## config.mk

```make
export PLATFORM = sky130hd
export DESIGN_NAME = hlpte_input_loader
export DESIGN_NICKNAME = d
export VERILOG_FILES = /design/src/rtl/hlpte_pkg.sv /design/src/rtl/hlpte_pixel_packer.sv /design/src/rtl/hlpte_input_loader.sv
export SDC_FILE = /design/constraint.sdc
export NUM_CORES = 1
export LEC_CHECK = 0
export ABC_CLOCK_PERIOD_IN_PS = 3000
export BUFFER_PORTS_ARGS = -buffer_cell sky130_fd_sc_hd__buf_2
export CORE_UTILIZATION = 35
export DETAILED_ROUTE_END_ITERATION = 10
export SLEW_MARGIN = 20
export SYNTH_ARGS = -nofsm -noshare
export SYNTH_HDL_FRONTEND = slang
export SYNTH_HIERARCHICAL = 1
export SYNTH_SLANG_ARGS = --single-unit
```

## constraint.sdc

```tcl
create_clock -name clk -period 3 [get_ports clk]
set_input_delay 0.3 -clock clk [delete_from_list [all_inputs] [get_ports clk]]
set_output_delay 0.3 -clock clk [all_outputs]
set_load 0.1 [all_outputs]
```

## src/rtl/hlpte_pkg.sv

```systemverilog
// hlpte_pkg: shared widths, param-FSM states and command record for the HLPTE front end
package hlpte_pkg;
  localparam int PIX_W = 8;
  localparam int PACK = 4;
  localparam int MEM_DW = PIX_W * PACK;
  localparam int FRAME_PIX = 1024;
  localparam int NUM_FRAMES = 16;
  localparam int AW = 12;
  localparam int CW = $clog2(NUM_FRAMES * FRAME_PIX);
  typedef enum logic [1:0] {P_IDLE, P_SHIFT, P_ISSUE} pstate_t;
  typedef struct packed {
    logic [3:0] index;
    logic [3:0] mode;
    logic [4:0] qp;
  } cmd_t;
endpackage

```

## src/rtl/hlpte_pixel_packer.sv

```systemverilog
// hlpte_pixel_packer: packs 4 pixels per SRAM word, counts one 16-frame pattern, flags short bursts
module hlpte_pixel_packer
  import hlpte_pkg::*;
(
  input  logic              clk,
  input  logic              rst,
  input  logic              valid,
  input  logic [PIX_W-1:0]  data,
  output logic              mem_we,
  output logic [AW-1:0]     mem_addr,
  output logic [MEM_DW-1:0] mem_wdata,
  output logic              load_done,
  output logic              frames_ready,
  output logic              short_burst
);
  logic [CW-1:0] pix_cnt;
  logic [MEM_DW-PIX_W-1:0] lanes;
  logic full, take, last;
  assign take = valid && !full;
  assign last = take && &pix_cnt;
  // bursts always restart word-aligned, so shifting lanes in is the same as indexing by pix_cnt[1:0]
  always_ff @(posedge clk or posedge rst)
    if (rst) begin
      pix_cnt      <= '0;
      lanes        <= '0;
      full         <= 1'b0;
      mem_we       <= 1'b0;
      mem_addr     <= '0;
      mem_wdata    <= '0;
      load_done    <= 1'b0;
      frames_ready <= 1'b0;
      short_burst  <= 1'b0;
    end else begin
      mem_we       <= take && &pix_cnt[1:0];
      load_done    <= last;
      short_burst  <= !valid && |pix_cnt;
      full         <= valid && (full || last);
      frames_ready <= last ? 1'b1 : (take && ~|pix_cnt) ? 1'b0 : frames_ready;
      pix_cnt      <= take ? pix_cnt + 1'b1 : valid ? pix_cnt : '0;
      if (take) lanes <= {data, lanes[MEM_DW-PIX_W-1:PIX_W]};
      if (take && &pix_cnt[1:0]) begin
        mem_addr  <= pix_cnt[CW-1:2];
        mem_wdata <= {data, lanes};
      end
    end
endmodule

```

## src/rtl/hlpte_input_loader.sv

```systemverilog
// hlpte_input_loader: pixel-to-SRAM packer plus serial parameter-set deserialiser for the HLPTE core
module hlpte_input_loader
  import hlpte_pkg::*;
(
  input  logic              clk,
  input  logic              rst,
  input  logic              in_valid_data,
  input  logic [PIX_W-1:0]  data,
  input  logic              in_valid_param,
  input  logic [3:0]        index,
  input  logic              mode,
  input  logic [4:0]        QP,
  output logic              mem_we,
  output logic [AW-1:0]     mem_addr,
  output logic [MEM_DW-1:0] mem_wdata,
  output logic              load_done,
  output logic              cmd_valid,
  output logic [3:0]        cmd_index,
  output logic [3:0]        cmd_mode,
  output logic [4:0]        cmd_qp,
  output logic              err
);
  pstate_t state;
  cmd_t pend, cmd;
  logic [1:0] bit_cnt;
  logic prev_param, frames_ready, short_burst, start, accept, reject;
  hlpte_pixel_packer u_packer (
    .clk(clk), .rst(rst), .valid(in_valid_data), .data(data),
    .mem_we(mem_we), .mem_addr(mem_addr), .mem_wdata(mem_wdata),
    .load_done(load_done), .frames_ready(frames_ready), .short_burst(short_burst)
  );
  // a set is only recognised on the rising edge of its valid, so a rejected set stays ignored to its end
  assign start  = in_valid_param && !prev_param;
  assign accept = state == P_IDLE && start && frames_ready && !in_valid_data;
  assign reject = (state == P_IDLE && start && !accept) ||
                  (state == P_SHIFT && (!in_valid_param || in_valid_data));
  assign {cmd_index, cmd_mode, cmd_qp} = cmd;
  always_ff @(posedge clk or posedge rst)
    if (rst) begin
      state      <= P_IDLE;
      pend       <= '0;
      cmd        <= '0;
      bit_cnt    <= '0;
      prev_param <= 1'b0;
      cmd_valid  <= 1'b0;
      err        <= 1'b0;
    end else begin
      prev_param <= in_valid_param;
      cmd_valid  <= state == P_ISSUE;
      err        <= err || reject || short_burst;
      if (state == P_ISSUE) cmd <= pend;
      if (accept) begin
        pend    <= '{index: index, mode: {3'b000, mode}, qp: QP};
        bit_cnt <= 2'd1;
      end else if (state == P_SHIFT && !reject) begin
        pend.mode <= {pend.mode[2:0], mode};
        bit_cnt   <= bit_cnt + 2'd1;
      end
      state <= accept ? P_SHIFT :
               reject ? P_IDLE :
               (state == P_SHIFT && &bit_cnt) ? P_ISSUE :
               state == P_ISSUE ? P_IDLE : state;
    end
endmodule

```

* Word level (Yosys, flattened, before mapping)
Cells that the tools add are included. Widths: inputs -> output; s select.
Cells by class: equal/unequal tests 3, $add $sub $neg 2, reduce and logical (&&, ||, !) cells 34, multiplexer cells 12
Operator list (count):
- $mux 14 | 2
- $add 14x1->14 const B | 1
- $logic_and 1x1->1 | 14
- $reduce_and 14->1 | 1
- $reduce_or 14->1 | 1
- $mux 2 | 6
- $mux 4 | 2
- $logic_not 1->1 | 7
- $logic_or 1x1->1 | 5
- $reduce_and 2->1 | 2
- $reduce_bool 2->1 | 2
- $reduce_bool 4->1 | 1
- $add 2x1->2 const B | 1
- $eq 2x1->1 const B | 1
- $eq 2x2->1 const B | 1
- $logic_not 2->1 | 1
- $mux 1 | 2
- $ne 2x1->1 const B | 1
Word-level totals: bits in registers 120, logic and storage cells 71, output and inout port bits 61

* Longest topological paths before layout
Gate-level depths: netlist of the first run.
depth in word-level cells 12, depth in mapped cells 8, mapped depth without buffers 6

* Hierarchy
Netlist of the first run, hierarchy kept.
Modules (own cells, without submodules):
- hlpte_pixel_packer | cells each 242, seq. area each 2177.1 µm², times used 1, area each 3494.6 µm²
- hlpte_input_loader | cells each 89, seq. area each 825.8 µm², times used 1, area each 1358.8 µm²

* Worst setup path before layout of the first run
No wires, ideal clock.
path type register to register, start reg u_packer.full, end reg u_packer.mem_wdata[0], library setup time 0.126 ns, arrival time 1.453 ns, stages on the path, launching flop included 8, buffers on the path 4, slack 1.421 ns, clock period less this slack 1.579 ns, cell sequence dfrtp_1 -> buf_2 -> nor2b_1 -> buf_4 -> nand2_1 -> buf_2 -> buf_4 -> mux2_2
On the way: cells in the longest elaborated chain, start to end 3
Ends and longest elaborated chain:
- from (decl) | line hlpte_pixel_packer.sv:18 | logic full, take, last;
- from (signal assigned) | line hlpte_pixel_packer.sv:37 | full <= valid && (full || last);
- $logic_not 1->1 | line hlpte_pixel_packer.sv:19 | assign take = valid && !full;
- $logic_and 1x1->1 | line hlpte_pixel_packer.sv:19
- $logic_and 1x1->1 | line hlpte_pixel_packer.sv:41 | if (take && &pix_cnt[1:0]) begin
- to (signal assigned) | line hlpte_pixel_packer.sv:43 | mem_wdata <= {data, lanes};
- to (decl) | line hlpte_pixel_packer.sv:11 | output logic [MEM_DW-1:0] mem_wdata,
No other way between the ends. A chain may end at the register's enable or synchronous reset.

* Worst setup path after layout of the first run
start reg state[0], end reg pend[1] (netlist name)
On the way: cells in the longest elaborated chain, start to end 4
Ends and longest elaborated chain:
- from (decl) | line hlpte_input_loader.sv:23 | pstate_t state;
- from (signal assigned) | line hlpte_input_loader.sv:59 | state <= accept ? P_SHIFT :
- $logic_not 2->1 | line hlpte_input_loader.sv:34 | assign accept = state == P_IDLE && start && frames_ready && !in_valid_data;
- $logic_and 1x1->1 (3 in a row) | line hlpte_input_loader.sv:34
- to (signal assigned) | line hlpte_input_loader.sv:53 | pend <= '{index: index, mode: {3'b000, mode}, qp: QP};
- to (decl) | line hlpte_input_loader.sv:24 | cmd_t pend, cmd;
No other way between the ends.

==> summary.txt, run 1 <==
Pwr
  – LEAKAGE: between 2 and 3 nW
  – Peak supply drop: 0.000954 V
  – Pwr/cell area: ~980 mW/mm²

Setup path
  – Slowest-stage cell, CP: nor4_4
  – CP cell instances: nor4_4 > buf_4 > mux2_4
  – Reg-to-reg setup timing slack: ~1100 ps
  – Slowest stage delay, CP: 700 ps
  – CP Data Arrival Time: roughly 2200 ps
  – Critical path required time: 3280 ps
  – Crit Path Category: flip-flop to flip-flop
  – Critical Path Start Type: flip-flop
  – Worst-path maximum fanout: 9
  – Critical path endpoint category: flip-flop
  – Delay-heaviest family, CP: simple AND/OR/NAND/NOR gates
  – CP bufs+invs: 1

Drt
  – Post-DR wirelength/cell: around 15 µm
  – Remaining antenna violation count: 0
  – DR pass1 iterations: 4
  – Via count: between 2k and 3k
  – DRC viols: 0
  – Routed wire length: roughly 9 mm
  – Initial drt markers: 132
  – DR vias/cell: between 4 and 5

Synthesis
  – Synth unique cells: 43
  – Synth Net Count: 356
  – Post-synth EDFFs: 0
  – Main synth FF type: dfrtp_1
  – Synth async-reset ratio: 100%
  – Sequential share of the synthesized area: between 60 and 70%
  – Ys Warns: 6
  – Post-Synthesis Cell Area: slightly below 0.005 mm²
  – Syn_area_per_cell: around 15 µm²
  – Post-Syn Instances: about 330
  – Flops & latches, synth: 120

Layout
  – Final core area utilization: approximately 45%
  – Area growth syn-to-layout: 25.1%
  – Fin area: around 0.0061 mm²
  – Layout Nets: 450
  – Antenna Cells: 0
  – Layout cells sized above 1: between 50% and 60%

Placed design
  – Placed Area: about 0.0055 mm²
  – IO buf count: slightly above 80
  – RePlAce Congestion: between 0.7 and 0.8
  – DP HPWL: 5.89 mm

CTS
  – Clk root buf: clkbuf_16
  – CTS H-Tree Depth: 4
  – CTS buffer count: 17
  – TritonCTS clock tree: yes
  – # clock sinks: 120
  – Post-CTS setup buffer count: 0
  – Clock slew at reported path FFs: ~60 ps
  – Clock buffer depth: 2
  – Clk_lat worst skew: around 410 ps

Outcome
  – Status: finished, final reports clean

Timing
  – Setup-failing EPs final: 0
  – Final worst path period need: about 1900 ps
  – Fmax: ~0.53 GHz
  – Fin. max-slew vios: 0
  – Final hold vios: 0
  – Clock skew: 9.42 ps
  – Final Cycle Share: between 60% and 70%
  – Worst-margin pin slew: 709 ps
  – TNS Setup: 0 ps
  – Relative slew slack: 52.4%
  – RSZ-0062 raised after global routing: no

Floorplanning
  – Die Width: ~120 µm
  – Die height: about 120 µm
  – Placeable core area: between 0.01 and 0.015 mm²
  – Site Rows: 42
  – Initial core utilization: a little over a third
  – Die area: between 0.01 and 0.015 mm²
  – IO Pins: 83

Global routing
  – Largest net degree at the start of global routing: 88
  – Number of global-route vias before repair: between 3k and 4k
  – Initial antenna violation count: 0
  – Global-route wire length before repair: about 15 mm
  – Gr ovfl total: 0
  – All-layer global routing usage: between 10% and 20%

Flow run
  – Max Cap Violations: 0

Hold path
  – Min-delay worst type: primary input to flip-flop
-- placed cells by master, fill, tap and decap left out, drive strengths merged, types with 3 or more instances in the layout --
cell type / n
and2: 11
nand2b: 3
nor3: 3
bufinv: 3
nor2b: 3
clkinv: 4
dfrtp: 120
nor2: 6
nor4: 6
nand2: 13
mux2i: 5
o21ai: 5
clkbuf: 20
buf: 90
xor2: 5
nand4: 3
or3: 3
ha: 3
clkinvlp: 4
inv: 10
mux2: 90
xnor2: 7
-- metal layers --
layer	track usage (%)	share of wire, %	vias up
li1	-	-	1334
met1	18.4	48	1455
met2	20.6	44	83
met3	5.56	6.1	13
met4	5.47	1.5	0
met5	0	0	-
-- power breakdown --
| part | internal (mW) | total (mW) | switching (mW) |
|---|---|---|---|
| Combinational | 0.328 | 1.91 | 1.58 |
| Sequential | 1.86 | 1.99 | 0.126 |
| Clock | 1.34 | 2.05 | 0.709 |
| Total | 3.54 | 5.95 | 2.42 |
-- through the flow --
stage / instances / setup WS, ps / hold slack, ps / power (mW)
final: 613 / 1130 / 90.3 / 5.95
after global routing: 613 / 1010 / 73.6 / 6.17
after CTS: 613 / 1140 / 68.0 / 6.02
after detailed placement: 581 / 1060 / 426 / 3.94
after global placement: 581 / 1100 / 420 / 3.92
after floorplan: 331 / 450 / 331 / 3.62
-- what timing repair did --
action                                 in CTS  in global routing
hold buffers                                1                  0
endpoints found under the hold margin      33                  0
resized for setup                           0                  0
-- cell families after synthesis --
kind of cell | count (synthesis) | synth area share (%)
and+or+nand+nor | 62 | 8.15
AOI/OAI and AO/OA | 13 | 1.80
DFF | 120 | 61.9
xor gates and xnor gates | 12 | 2.17
buffers and inverters | 26 | 2.94
muxes | 95 | 22.3
adders and majority gates | 3 | 0.773
-- final timing paths --
path / depth (start not counted) / start / to
max in group asynchronous: 4 / rst / u_packer/mem_addr[11]
min: 1 / in_valid_param / prev_param
min in group asynchronous: 4 / rst / u_packer/mem_wdata[4]
max: 3 / state[0] / pend[1]
max reg2reg: 3 / state[0] / pend[1]
min reg2reg: 1 / u_packer/short_burst / err
-- final cells by class --
cell class	count	area, µm²
well taps	176	220
clock buffers	20	457
clock inverters	11	148
inverters	10	38.8
multi-input cells	185	1710
fillers	1202	7330
flip-flops and latches	120	3000
repair buffers	91	493
-- state kept, by name (all words and copies together), names as in the netlist --
name,cells
u_packer/mem_wdata,32
u_packer/full,1
err,1
pend,13
cmd_mode,4
cmd_index,4
u_packer/pix_cnt,14
u_packer/lanes,24
cmd_valid,1
u_packer/frames_ready,1
u_packer/mem_addr,12
u_packer/mem_we,1
u_packer/short_burst,1
prev_param,1
state,2
bit_cnt,2
cmd_qp,5
u_packer/load_done,1
-- Yosys cell counts, drive strengths merged, types with 5 or more instances --
cell type | number | area share (%)
nor4 | 6 | 1.1
buf | 15 | 2.1
o21ai | 5 | 0.52
xor2 | 5 | 0.90
nor2 | 6 | 0.46
dfrtp | 120 | 62
and2 | 11 | 1.4
inv | 10 | 0.77
mux2i | 5 | 1.0
nand2 | 13 | 1.0
mux2 | 90 | 21
xnor2 | 7 | 1.3
-- worst register-to-register path: cells and delay by family, from the launching register on --
kind                   cells  cell delay (ps)
flip-flops                 1              470
AND/OR/NAND/NOR            1              700
buffers and inverters      1              270
multiplexers               1              310
Note: power is estimated with default switching activity, not from simulation.
==> inputs of run 2 (changes only) <==
--- a/config.mk
+++ b/config.mk
@@ -5,7 +5,8 @@
 export SDC_FILE = /design/constraint.sdc
 export NUM_CORES = 1
 export LEC_CHECK = 0
-export ABC_CLOCK_PERIOD_IN_PS = 3000
+export ABC_AREA = 1
+export ABC_CLOCK_PERIOD_IN_PS = 1800
 export BUFFER_PORTS_ARGS = -buffer_cell sky130_fd_sc_hd__buf_2
 export CORE_UTILIZATION = 35
 export DETAILED_ROUTE_END_ITERATION = 10
==> constraint.sdc (replaced) <==
create_clock -name clk -period 1.8 [get_ports clk]
set_input_delay 0.18 -clock clk [delete_from_list [all_inputs] [get_ports clk]]
set_output_delay 0.18 -clock clk [all_outputs]
set_load 0.1 [all_outputs]
==> summary.txt, run 2 <==
Timing
  – Relative slew slack: between 60% and 70%
  – Setup ws final: ~220 ps
  – Clock skew: about 5.8 ps
  – Worst-margin pin slew: 521 ps
  – Setup-failing EPs final: 0
  – Worst hold slack: 21.2 ps
  – RSZ-0062 raised after global routing: no
  – Fmax: ~0.63 GHz
  – Fin. max-slew vios: 0
  – TNS Setup: 0 ps
  – Final Cycle Share: 87.8%
  – Final worst path period need: around 1600 ps
  – Final hold vios: 0

Layout
  – Most common cell after layout, fill and taps aside: nand2_1
  – FILL cells: between 1k and 1.5k
  – Final core area utilization: roughly 46%
  – Multi-input gate area: 0.00165 mm²
  – Leading registers by flop count: u_packer/mem_wdata: 32 flops, u_packer/lanes: 24 flops, u_packer/pix_cnt: 14 flops
  – Max reg flops: 32
  – Layout Cells excl Fill: approximately 830
  – Biggest register: u_packer/mem_wdata
  – Layout Nets: ~670
  – Area growth syn-to-layout: 27.4%
  – Fin area: roughly 0.0064 mm²
  – Layout cells sized above 1: a little over a quarter
  – Commonest non-fill, non-tap cells in the layout: 191 x nand2_1, 120 x dfrtp_1, 82 x buf_2
  – Reg area: between 0.003 and 0.004 mm²
  – Antenna Cells: 0

Placed design
  – RePlAce Congestion: 0.864
  – Placed Area: between 0.005 and 0.006 mm²
  – Cells after DPL: about 800
  – DP HPWL: around 7.6 mm
  – Place WS: around 240 ps
  – IO buf count: between 80 and 90

CTS
  – Clk_lat worst skew: between 400 and 500 ps
  – # clock sinks: 120
  – Clock buffer depth: 2
  – Post-CTS setup buffer count: 0
  – Clk root buf: clkbuf_16
  – CTS buffer count: 17
  – Clock slew at reported path FFs: approximately 60 ps
  – TritonCTS clock tree: yes
  – Resized cells post-CTS: 0
  – CTS H-Tree Depth: 4

Global routing
  – Number of global-route vias before repair: 3764
  – GRT met3 Usage: 3.93%
  – Gr ovfl total: 0
  – All-layer global routing usage: around 16%
  – Layer with the highest usage: met2
  – Met1 usage: a little over a fifth
  – Largest net degree at the start of global routing: 34
  – Global-route wire length before repair: 18.3 mm
  – Met2 Resource Use GR: 25.3%
  – Initial antenna violation count: 0

Floorplanning
  – Die area: about 0.015 mm²
  – Die height: between 100 and 150 µm
  – Initial core utilization: a little over a third
  – IO Pins: 83
  – Placeable core area: 0.0139 mm²
  – Die Width: between 100 and 150 µm
  – Site Rows: 43

Synthesis
  – Flops & latches, synth: 120
  – Top-count cell post-synth: nand2_1
  – Syn_area_per_cell: 9.38 µm²
  – Main synth FF type: dfrtp_1
  – Post-synth top area share: 59.9%
  – Largest cells by area after synthesis: dfrtp_1 60%, nand2_1 14%, o21ai_2 4.7%
  – Synth unique cells: 28
  – Sequential share of the synthesized area: 59.9%
  – Ys Warns: 6
  – Post-synth EDFFs: 0
  – Post-Synthesis Cell Area: between 0.005 and 0.006 mm²
  – Synth async-reset ratio: 100%
  – Area leader, netlist: dfrtp_1
  – Commonest cells in the netlist: 191 x nand2_1, 120 x dfrtp_1, 41 x inv_1
  – Post-Syn Instances: between 500 and 600
  – Synth Net Count: 559

Pwr
  – Power, Total: between 9 and 10 mW
  – Switching power total: between 3 and 4 mW
  – Peak supply drop: about 0.00096 V
  – Combinational share of power: 30.1%
  – Internal power: roughly 6.0 mW
  – Pwr/cell area: ~1500 mW/mm²
  – Reg power frac: 32.8%
  – LEAKAGE: about 3.3 nW
  – Clock power frac: around 37%
  – Sw frac: around 40%

Drt
  – Initial drt markers: about 260
  – DR pass1 iterations: 7
  – DRC viols: 0
  – Via count: ~3.8k
  – Routed wire length: between 10 and 15 mm
  – Remaining antenna violation count: 0
  – Post-DR wirelength/cell: roughly 13 µm
  – DR vias/cell: between 4 and 5

Flow run
  – Max Cap Violations: 0

Setup path
  – CP Data Arrival Time: 1870 ps
  – Critical path required time: 2090 ps
  – Worst-path maximum fanout: 33
  – Critical Path Start Type: flip-flop
  – Critical path endpoint category: flip-flop
  – Crit Path Category: flip-flop to flip-flop
  – Reg-to-reg setup timing slack: approximately 220 ps

Outcome
  – Status: finished, final reports clean

Hold path
  – Min-delay worst type: primary input to flip-flop
[run 2: cell types whose count changed in the layout (fill, tap and decap cells not counted), sizes merged, moves of 7 or more]
cell and change:
nand2 +188, mux2 -90, o21ai +59, inv +37
nand3 +27, nor2 +25, dlygate4sd3 +13, and2 -11
xnor2 -7
[run 2: power groups by stage]
| stage | Clock, mW | Sequential (mW) | Combinational (mW) |
|---|---|---|---|
| after global routing | 3.85 | 3.27 | 3.09 |
| after floorplan | 0 | 5.27 | 0.457 |
| after detailed placement | 0 | 3.27 | 2.95 |
| after global placement | 0 | 3.26 | 2.93 |
| after CTS | 3.71 | 3.23 | 2.98 |
| final | 3.65 | 3.22 | 2.96 |
[run 2: final timing paths]
kind	from	end	depth (start not counted)
max	u_packer/pix_cnt[0]	u_packer/mem_addr[9]	7
min	data[6]	u_packer/mem_wdata[30]	3
max reg2reg	u_packer/pix_cnt[0]	u_packer/mem_addr[9]	7
min reg2reg	u_packer/mem_wdata[31]	u_packer/mem_wdata[31]	2
max in group asynchronous	rst	u_packer/mem_wdata[15]	4
min in group asynchronous	rst	u_packer/mem_wdata[3]	3
[run 2: layer usage]
metal	wire (µm)	vias to the layer above	share of wire (%)
met5	0	-	0
met4	220	0	2.0
met3	384	19	3.5
met2	5250	79	48
met1	5140	1819	47
li1	-	1898	-
[run 2: timing repair]
item / 4_1_cts / 5_1_grt
hold buffers: 14 / 0
hold endpoints to repair: 61 / 0
endpoints found under the setup margin: 0 / 0
[run 2: area by class of cell]
class | count | area share (%)
repair buffers | 105 | 10.5
flip-flops and latches | 120 | 47.0
inverters | 48 | 3.04
clock buffers | 25 | 7.92
multi-input cells | 348 | 25.8
clock inverters | 7 | 2.16
well taps | 180 | 3.53
[run 2: kinds of logic (layout without fill, tap and decap cells)]
family | count (synthesis) | count (layout) | synth area share, %
AO/OA/AOI/OAI | 73 | 73 | 9.49
adder cells (fa/ha/maj) | 3 | 3 | 0.749
AND/OR/NAND/NOR | 272 | 272 | 22.7
flip-flops | 120 | 120 | 59.9
buffers and inverters | 66 | 185 | 7.17
[run 2: critical path: stages (launching register included)]
cell and delay [ps]:
dfrtp_1 370, ha_1 220, inv_1 120, nor2_4 300
inv_4 120, buf_12 190, nand2_1 90, o21ai_2 50
==> inputs of run 3 (changes only) <==
--- a/config.mk
+++ b/config.mk
@@ -9,6 +9,7 @@
 export ABC_CLOCK_PERIOD_IN_PS = 1800
 export BUFFER_PORTS_ARGS = -buffer_cell sky130_fd_sc_hd__buf_2
 export CORE_UTILIZATION = 35
+export CTS_BUF_LIST = sky130_fd_sc_hd__clkbuf_4 sky130_fd_sc_hd__clkbuf_8 sky130_fd_sc_hd__clkbuf_16
 export DETAILED_ROUTE_END_ITERATION = 10
 export SLEW_MARGIN = 20
 export SYNTH_ARGS = -nofsm -noshare
==> summary.txt, run 3 (synthesis gave the netlist of run 2 again) <==
Pwr
  – Pwr/cell area: 1550 mW/mm²
  – LEAKAGE: between 3 and 4 nW
  – Peak supply drop: 0.000964 V

Hold path
  – Min-delay worst type: primary input to flip-flop

Layout
  – Fin area: about 0.0064 mm²
  – Area growth syn-to-layout: 27.6%
  – Layout cells sized above 1: 26.6%
  – Commonest non-fill, non-tap cells in the layout: 191 x nand2_1, 120 x dfrtp_1, 82 x buf_2
  – Biggest register: u_packer/mem_wdata
  – Max reg flops: 32
  – FILL cells: about 1.3k
  – Layout Cells excl Fill: roughly 830
  – Most common cell after layout, fill and taps aside: nand2_1
  – Antenna Cells: 0
  – Leading registers by flop count: u_packer/mem_wdata: 32 flops, u_packer/lanes: 24 flops, u_packer/pix_cnt: 14 flops
  – Layout Nets: between 600 and 700

Outcome
  – Status: finished, final reports clean

Timing
  – Worst hold slack: 23.2 ps
  – Worst-margin pin slew: slightly above 500 ps
  – Fmax: 0.636 GHz
  – Relative slew slack: 65.6%
  – Clock skew: around 7.6 ps
  – Final hold vios: 0
  – RSZ-0062 raised after global routing: no
  – Fin. max-slew vios: 0
  – TNS Setup: 0 ps
  – Final Cycle Share: between 80% and 90%
  – Setup ws final: approximately 230 ps
  – Final worst path period need: around 1600 ps
  – Setup-failing EPs final: 0

Floorplanning
  – Die Width: 122 µm
  – Die height: 122 µm
  – Initial core utilization: between 30% and 40%
  – Die area: 0.0148 mm²
  – Site Rows: 43
  – IO Pins: 83
  – Placeable core area: around 0.014 mm²

Drt
  – Routed wire length: approximately 11 mm
  – DR pass1 iterations: 4
  – Remaining antenna violation count: 0
  – DRC viols: 0
  – Via count: 3834
  – Post-DR wirelength/cell: 13.2 µm
  – DR vias/cell: ~4.6
  – Initial drt markers: roughly 270

Setup path
  – Worst-path maximum fanout: 33
  – CP Data Arrival Time: approximately 1900 ps
  – Critical path required time: 2090 ps
  – Critical Path Start Type: flip-flop
  – Slowest stage delay, CP: roughly 370 ps
  – Delay-heaviest family, CP: buffers and inverters
  – Slowest-stage cell, CP: dfrtp_1
  – CP cell instances: ha_1 > inv_1 > nor2_4 > inv_4 > buf_12 > nand2_1 > o21ai_2
  – Critical path endpoint category: flip-flop
  – CP bufs+invs: 3
  – Crit Path Category: flip-flop to flip-flop

CTS
  – Clk_lat worst skew: 410 ps
  – CTS H-Tree Depth: 4
  – TritonCTS clock tree: yes
  – Clk root buf: clkbuf_16
  – Clock buffer depth: 2
  – CTS buffer count: 17
  – Clock slew at reported path FFs: roughly 60 ps
  – # clock sinks: 120
  – Resized cells post-CTS: 0

Placed design
  – Placed Area: around 0.0056 mm²
  – DP HPWL: 7.62 mm
  – Cells after DPL: 787
  – Place WS: between 200 and 250 ps
  – RePlAce Congestion: between 0.8 and 0.9
  – IO buf count: 82

Global routing
  – Number of global-route vias before repair: ~3.8k
  – Largest net degree at the start of global routing: 34
  – Initial antenna violation count: 0
  – All-layer global routing usage: roughly 16%
  – Global-route wire length before repair: approximately 18 mm
  – Gr ovfl total: 0

Flow run
  – Max Cap Violations: 0
==> run 3: cell counts in the layout (fill, tap and decap cells not counted) <==
Identical to the previous run, type by type.
==> run 3: area by class of cell <==
type	count	area, µm²	share of cell area, %
Multi-Input combinational cell	348	1650	25.8
Clock inverter	7	138	2.15
Tap cell	180	225	3.52
Clock buffer	25	517	8.08
Sequential cell	120	3000	47.0
Inverter	48	194	3.03
Timing Repair Buffer	105	668	10.5
==> run 3: path summary, 6_finish.rpt <==
kind	startpoint	end	slack [ps]	cells past startpoint
worst max-delay path	u_packer/pix_cnt[0]	u_packer/mem_addr[9]	230	7
worst min-delay path	data[6]	u_packer/mem_wdata[30]	20	3
worst max register to register	u_packer/pix_cnt[0]	u_packer/mem_addr[9]	230	7
worst min register to register	u_packer/mem_wdata[31]	u_packer/mem_wdata[31]	470	2
max in group asynchronous	rst	u_packer/mem_wdata[18]	880	4
min in group asynchronous	rst	u_packer/mem_wdata[1]	340	3
==> run 3: tightest hold or removal path, cell delays in order <==
cell and delay, ps:
buf_2 110, nand2_1 50, nand2_1 50
==> run 3: stage by stage <==
step           util [%]  total power, mW
2_1_floorplan         -             5.73
6_report           45.9             9.88
4_1_cts            45.9             9.97
3_3_place_gp       40.2             6.20
3_5_place_dp       40.2             6.22
5_1_grt            45.9             10.3
==> run 3: what timing repair did <==
item,4_1_cts,5_1_grt
buffers inserted,0,0
hold endpoints to repair,61,0
hold buffers,14,0
==> run 3: layer usage <==
| metal | part of all wire (%) | wire (µm) | GRT usage, % |
|---|---|---|---|
| met1 | 46 | 5100 | 21.5 |
| met5 | 0 | 0 | 0 |
| met3 | 3.8 | 418 | 3.93 |
| met4 | 2.2 | 240 | 7.33 |
| met2 | 48 | 5260 | 25.4 |
==> run 3: report_power, final <==
part	switching, mW	leakage, nW	internal [mW]	total (mW)
registers	0.180	1.58	3.04	3.22
clock network	1.15	0.324	2.54	3.70
logic	2.52	1.46	0.434	2.96
total	3.86	3.36	6.02	9.88
